`src/rtl/sort6_framer_pkg.sv`:
```
// Shared types and sizing for the 6-element byte sort framer.
// The FSM states and frame geometry are used by both the top and the sorter.
package sort6_framer_pkg;

   localparam int unsigned FRAME_N = 6;
   localparam int unsigned DATA_W  = 8;

   localparam logic [2:0] LAST_SLOT = 3'(FRAME_N - 1);

   typedef enum logic [1:0] {
      COLLECT,
      SORT,
      EMIT
   } state_t;

   typedef logic [FRAME_N-1:0][DATA_W-1:0] frame_t;

endpackage

```
`src/rtl/sort6_framer_mmmmmm.sv`:
```
// Combinational 6-input unsigned sorter; element 0 of the result is the minimum.
// Odd-even transposition network: FRAME_N stages are sufficient for FRAME_N inputs.
module mmmmmm
   import sort6_framer_pkg::*;
(
   input  frame_t unsorted,
   output frame_t sorted
);

   frame_t            v;
   logic [DATA_W-1:0] t;

   always_comb begin
      v = unsorted;
      t = '0;
      for (int unsigned s = 0; s < FRAME_N; s++) begin
         for (int unsigned i = s % 2; i + 1 < FRAME_N; i += 2) begin
            if (v[i] > v[i+1]) begin
               t      = v[i];
               v[i]   = v[i+1];
               v[i+1] = t;
            end
         end
      end
      sorted = v;
   end

endmodule

```
`src/rtl/sort6_framer.sv`:
```
// Collects six bytes, sorts them in one cycle, then streams them out smallest first.
// Input and output handshakes are mutually exclusive: a frame is fully drained before the next is accepted.
module sort6_framer
   import sort6_framer_pkg::*;
(
   input  logic              clk,
   input  logic              rst_n,
   input  logic              in_valid,
   output logic              in_ready,
   input  logic [DATA_W-1:0] in_data,
   output logic              out_valid,
   input  logic              out_ready,
   output logic [DATA_W-1:0] out_data,
   output logic              out_last,
   output logic              busy
);

   state_t     state;
   logic [2:0] cnt;
   logic [2:0] idx;
   logic [2:0] idx_nxt;
   frame_t     in_buf;
   frame_t     out_buf;
   frame_t     sorted;
   logic       in_fire;
   logic       out_fire;

   assign in_ready = (state == COLLECT);
   assign in_fire  = in_valid && in_ready;
   assign out_fire = out_valid && out_ready;
   assign idx_nxt  = idx + 3'd1;
   assign busy     = (state != COLLECT) || (cnt != '0);

   mmmmmm u_mmmmmm (
      .unsorted (in_buf),
      .sorted   (sorted)
   );

   // Data buffers carry no reset; only the control path decides what is emitted.
   always_ff @(posedge clk) begin
      if (in_fire)
         in_buf[cnt] <= in_data;
      if (state == SORT)
         out_buf <= sorted;
   end

   always_ff @(posedge clk or negedge rst_n) begin
      if (!rst_n) begin
         state     <= COLLECT;
         cnt       <= '0;
         idx       <= '0;
         out_valid <= 1'b0;
         out_last  <= 1'b0;
         out_data  <= '0;
      end else begin
         case (state)
            COLLECT: begin
               if (in_fire) begin
                  if (cnt == LAST_SLOT) begin
                     cnt   <= '0;
                     state <= SORT;
                  end else begin
                     cnt <= cnt + 3'd1;
                  end
               end
            end
            SORT: begin
               idx   <= '0;
               state <= EMIT;
            end
            EMIT: begin
               // First EMIT cycle loads the output register from the freshly written buffer.
               if (!out_valid) begin
                  out_valid <= 1'b1;
                  out_data  <= out_buf[idx];
                  out_last  <= (idx == LAST_SLOT);
               end else if (out_fire) begin
                  if (idx == LAST_SLOT) begin
                     idx       <= '0;
                     out_valid <= 1'b0;
                     out_last  <= 1'b0;
                     state     <= COLLECT;
                  end else begin
                     idx      <= idx_nxt;
                     out_data <= out_buf[idx_nxt];
                     out_last <= (idx_nxt == LAST_SLOT);
                  end
               end
            end
            default: state <= COLLECT;
         endcase
      end
   end

endmodule

```
`config.mk`:
```
export PLATFORM = sky130hd
export DESIGN_NAME = sort6_framer
export DESIGN_NICKNAME = d
export VERILOG_FILES = /design/src/rtl/sort6_framer_pkg.sv /design/src/rtl/sort6_framer_mmmmmm.sv /design/src/rtl/sort6_framer.sv
export SDC_FILE = /design/constraint.sdc
export NUM_CORES = 1
export LEC_CHECK = 0
export BUFFER_PORTS_ARGS = -buffer_cell sky130_fd_sc_hd__buf_2
export CAP_MARGIN = 20
export CORE_UTILIZATION = 70
export DETAILED_ROUTE_END_ITERATION = 8
export GPL_TIMING_DRIVEN = 0
export PLACE_DENSITY = 0.88
export RECOVER_POWER = 25
export SKIP_CTS_REPAIR_TIMING = 1
export SYNTH_ARGS = -nofsm -noshare
export SYNTH_HDL_FRONTEND = slang
export SYNTH_SLANG_ARGS = --single-unit
```
`constraint.sdc`:
```
create_clock -name clk -period 21.7 [get_ports clk]
set_clock_uncertainty 0.05 [all_clocks]
set_input_delay 2.17 -clock clk [delete_from_list [all_inputs] [get_ports clk]]
set_output_delay 2.17 -clock clk [all_outputs]
set_load 0.02 [all_outputs]
```
### Yosys cells after proc, flatten, opt, wreduce, memory -nomap -nowiden

Cells that the tools add are included.

| word-level totals | value |
|---|---|
| output and inout port bits | 12 |
| logic and storage cells | 106 |
| bits in registers | 114 |
| bits of input ports | 12 |

| cells by class | value |
|---|---|
| reduce and logical (&&, ||, !) cells | 13 |
| magnitude comparators | 19 |
| $add $sub $neg | 2 |
| equal/unequal tests | 12 |
| muxes and demuxes | 42 |

Operator list:

| cell | count |
|---|---|
| 16-bit 2-to-1 mux | 15 |
| 8-bit greater-than comparator | 15 |
| 8-bit binary-select mux with 3-bit select | 2 |
| 48-bit bitwise mux | 1 |
| 8-bit 2-to-1 mux | 6 |
| 8-bit demux with 3-bit select | 1 |
| 3-bit by 4-bit less-than comparator with 1-bit output, second input constant | 3 |
| 3-bit 2-to-1 mux | 4 |
| 2-bit 2-to-1 mux | 5 |
| 3-bit equality test, second input constant | 3 |
| 2-bit != test, second input constant | 4 |
| 3-bit by 1-bit adder with 3-bit output, second input constant | 2 |
| 1-bit 2-to-1 mux | 6 |
| 2-bit by 1-bit != test with 1-bit output, second input constant | 3 |
| 2-bit case mux with 3 select lines | 1 |
| 3-bit case mux with 2 select lines | 1 |
| 3-bit AND reduction | 2 |
| 5-bit AND reduction | 1 |
| 2-bit AND reduction | 2 |
| 2-bit nonzero test | 2 |
| 3-bit by 1-bit >= comparator with 1-bit output, second input constant | 1 |
| 1-bit logical AND | 3 |
| 3-bit nonzero test | 1 |
| 2-bit by 1-bit equality test with 1-bit output, second input constant | 1 |
| 3 further kinds | 3 |

### Depth between registers and ports, before layout

| depth | value |
|---|---|
| depth in word-level cells | 12 |
| mapped depth | 67 |
| gate-level depth less buffers | 60 |

### Cells and area by module

Synthesis repeated with hierarchy kept, for this count alone.

| unflattened totals | value |
|---|---|
| cells, all modules | 1,211 |
| area total of the unflattened synthesis | 11,145.7 um^2 |

Modules (own cells, without submodules):

| module | cells an instance | area an instance (um^2) | times used | sequential area each (um^2) |
|---|---|---|---|---|
| mmmmmm | 932 | 6,552.5 | 1 | 0.0 |
| sort6_framer | 279 | 4,593.2 | 1 | 3,333.2 |

### Least setup slack after synthesis

No wires, ideal clock.

| timing path | value |
|---|---|
| path type | register to register |
| from | register in_buf[33] in the netlist's numbering |
| to | register out_buf[10] in the netlist's numbering (data pin) |
| path buffers | 9 |
| setup slack | 8.055 ns |
| required time | 21.382 ns |
| stages on the path, launching flop included | 63 |
| setup time | 0.268 ns |
| clock period less this slack | 13.645 ns |
| arrival | 13.327 ns |
| path through | edfxtp_1 -> ha_1 -> nor2b_1 -> o211ai_1 -> a21boi_0 -> or2_2 -> nand2_1 -> clkbuf_1 -> buf_1 -> a21oi_1 -> ha_1 -> a21oi_1 -> o21ai_0 -> or2_2 -> a31o_2 -> a41oi_1 -> or2_2 -> clkbuf_1 -> [... 27 more ...] -> o22ai_2 -> or3_1 -> buf_2 -> buf_6 -> a21oi_1 -> inv_1 -> ha_1 -> nor2b_1 -> o21a_1 -> o21ai_0 -> nand2b_1 -> a21oi_1 -> o21ai_0 -> o31a_1 -> buf_1 -> inv_2 -> a21oi_1 -> a31oi_1 |

RTL lines:

| element | RTL line | source |
|---|---|---|
| start, declared | sort6_framer.sv:22 | `frame_t in_buf;` |
| start signal, assigned by index | sort6_framer.sv:42 | `in_buf[cnt] <= in_data;` |
| end signal, assigned | sort6_framer.sv:44 | `out_buf <= sorted;` |
| end, declared | sort6_framer.sv:23 | `frame_t out_buf;` |

==> flow_summary_export.csv <==
group,metric,value,unit
setup_path,crit_path_start_kind,"flop",
finish,nets,1357,
sta,rsz0062_at_grt,"false",
logic_synthesis,netlist_instances,1191,
sta,fin_crit,16.52,ns
logic_synthesis,yosys.area_share.simple,13.2,%
setup_path,crit_fanout,10,
finish,n_fill_cell,1007,
clock_network,numCtsBuffers,17,
logic_synthesis,synth_seq_cells,114,
floorplanning,core_area,0.0152,mm^2
clock_network,cts_tree,"yes",
logic_synthesis,ys_warn_count,0,
setup_path,r2r-start,"in_buf[41]",
routing,met1_length,11600,um
run_status,status,"finished, violations left",
finish,antenna_cells,0,
routing,top_layer_used,"met4",
global_routing,antenna_found_initial,0,
global_routing,grt_max_degree,38,
routing,postRouteAntennaNets,0,
finish,multi_input_area,0.00694,mm^2
setup_path,cp_slowest_stage_delay,0.54,ns
worst_hold_path,hold_start,"out_data[6]",
logic_synthesis,async_reset_ff_share,15.8,%
sta,worst_slack,5.18,ns
logic_synthesis,synth_cell_types,93,
sta,finalHoldViolations,0,
global_routing,grt_pass1_wl,46800,um
routing,drt_iter0_markers,955,
finish,drive_gt1_share,10.7,%
setup_path,cp_data_required_time,21.82,ns
routing,met3_wirelength,2310,um
finish,area_growth_syn_to_layout,9.02,%
logic_synthesis,synth_common_cells,"127 x mux2i_1, 117 x inv_1, 108 x ha_1",
routing,route.vias.total,9942,
logic_synthesis,syn-cell-area,0.0109,mm^2
setup_path,critPathKind,"reg2reg",
logic_synthesis,ys_seq_area_share,30.6,%
logic_synthesis,synth-main-ff-cell,"edfxtp_1",
finish,seq_area,0.00333,mm^2
routing,drtPass1Iterations,6,
routing,drc,0,
global_routing,grt_pass1_vias,9305,
clock_network,cts.htree.levels,4,
floorplanning,ios,24,
global_routing,grt-ovfl-total,0,
logic_synthesis,synth_edf_count,96,
placement,dpl_worst_slack,5.87,ns
clock_network,clk_latency,0.43,ns
logic_synthesis,yosys.area_share.adder,12.4,%
floorplanning,die-area,0.0161,mm^2
logic_synthesis,synth_top_family_by_area,"compound AO/OA/AOI/OAI gates",
setup_path,cpMaxStageDelayCell,"buf_1",
clock_network,root_buffer,"clkbuf_16",
routing,wl_per_cell,20.8,um
logic_synthesis,synthTopCellsByArea,"edfxtp_1 26%, ha_1 12%, mux2i_1 12%",
placement,gp_congestion,0.964,
routing,drt_wl_total,29800,um
setup_path,cp-end-kind,"flop",
placement,io_buffers,23,
logic_synthesis,synth_most_common_cell,"mux2i_1",
setup_path,crit_top_cell,"a21oi_1",
setup_path,critical_path_buf_inv_count,13,
routing,viasPerCell,6.91,
sta,finalMaxSlewViolations,38,
logic_synthesis,synth_top_area_share,26.4,%
job,cap_violations,1,
floorplanning,die_y,127,um
worst_hold_path,hp-class,"reg2reg",
logic_synthesis,yosys.area_share.xor_xnor,0.482,%
sta,fmax,60.5,MHz
sta,finalSetupViolCount,0,
clock_network,clk_pin_slew,0.07,ns
clock_network,clockBufferDepth,2,
clock_network,clock_sinks,114,
logic_synthesis,synth_nets,1311,
setup_path,cp.arrival,16.63,ns
floorplanning,die_w,127,um
floorplanning,start_util,71.7,%
logic_synthesis,yosys.area.top_type,"edfxtp_1",
floorplanning,std_cell_rows,45,
setup_path,crit_start,"in_buf[41]",
sta,maxSlewHeadroom,-39.1,%
sta,period_share,76.1,%
sta,worst_pin_slew,2.09,ns
finish,fin_util,78.2,%
global_routing,track_usage,37.6,%
logic_synthesis,syn_avg_cell_area,9.15,um^2
routing,dr_wl_met2,14800,um
logic_synthesis,synth_mux_area_share,16.9,%
logic_synthesis,synth-compound-area-share,20.7,%
placement,dp_hpwl,22200,um
sta,fin_setup_tns,0,ns
run_status,failed_checks,"max-capacitance violations, max-slew violations",
setup_path,crit_family,"compound AO/OA/AOI/OAI gates",
worst reg2reg max path, delay by kind of cell, from the launching register on:
family,cells,cell delay [ns]
buf+inv,13,4.11
compound gates,29,6.19
flops,1,0.46
fa+ha+maj,6,1.89
mux,3,1.29
simple gates,12,2.24
metrics by stage:
step	area, um^2	instances	hold WS [ns]
detailed placement	11300	1405	0.466
floorplan	10900	1191	0.430
global placement	11200	1402	0.453
finish	11900	1438	0.477
global route	11900	1438	0.515
CTS	11900	1437	0.481
layout make-up:
type	count	share of cell area, %
buffer	44	1.53
clock buffer	20	3.67
clock inverter	12	1.51
inverter	118	3.73
multi-input combinational	915	58.4
sequential	114	28.1
tap	188	1.98
timing repair buffer	27	1.12
sequential cells by signal, summed over array words and instances (netlist names):
signal / cells
in_buf: 48
out_last: 1
idx: 3
out_valid: 1
out_data: 8
out_buf: 48
cnt: 3
state: 2
layout by cell type (no fill, tap or decap), drive strengths merged, types with 20 or more instances in the layout:
master and instances:
mux2i 129, a21oi 94, ha 108, clkbuf 53, nand3 20, buf 38, edfxtp 96, nor2 88
inv 122, nand2 99, o21ai 88
worst paths after layout:
path	depth (start not counted)	slack, ns	to
min in group asynchronous	1	1.91	state[0]
setup / recovery	63	5.18	out_buf[10]
setup reg to reg	63	5.18	out_buf[10]
max in group asynchronous	1	18.98	cnt[2]
hold / removal	2	0.48	out_data[6]
hold reg to reg	2	0.48	out_data[6]
cells by family (layout without fill, tap and decap cells):
kind of cell / count (synthesis) / in the layout
DFF: 114 / 114
adders and majority gates: 108 / 108
and+or+nand+nor: 302 / 302
muxes: 161 / 161
buffers and inverters: 162 / 221
xor gates and xnor gates: 6 / 6
AOI/OAI and AO/OA: 338 / 338
routing by layer:
layer	GRT usage (%)	vias to the layer above
li1	-	4558
met1	44.2	4662
met2	66.6	578
met3	7.17	144
met4	17.6	0
met5	0	-
Power is left out: the tool's default activity adds up to more than one toggle a clock period on the data nets, which glitch-free logic cannot reach.
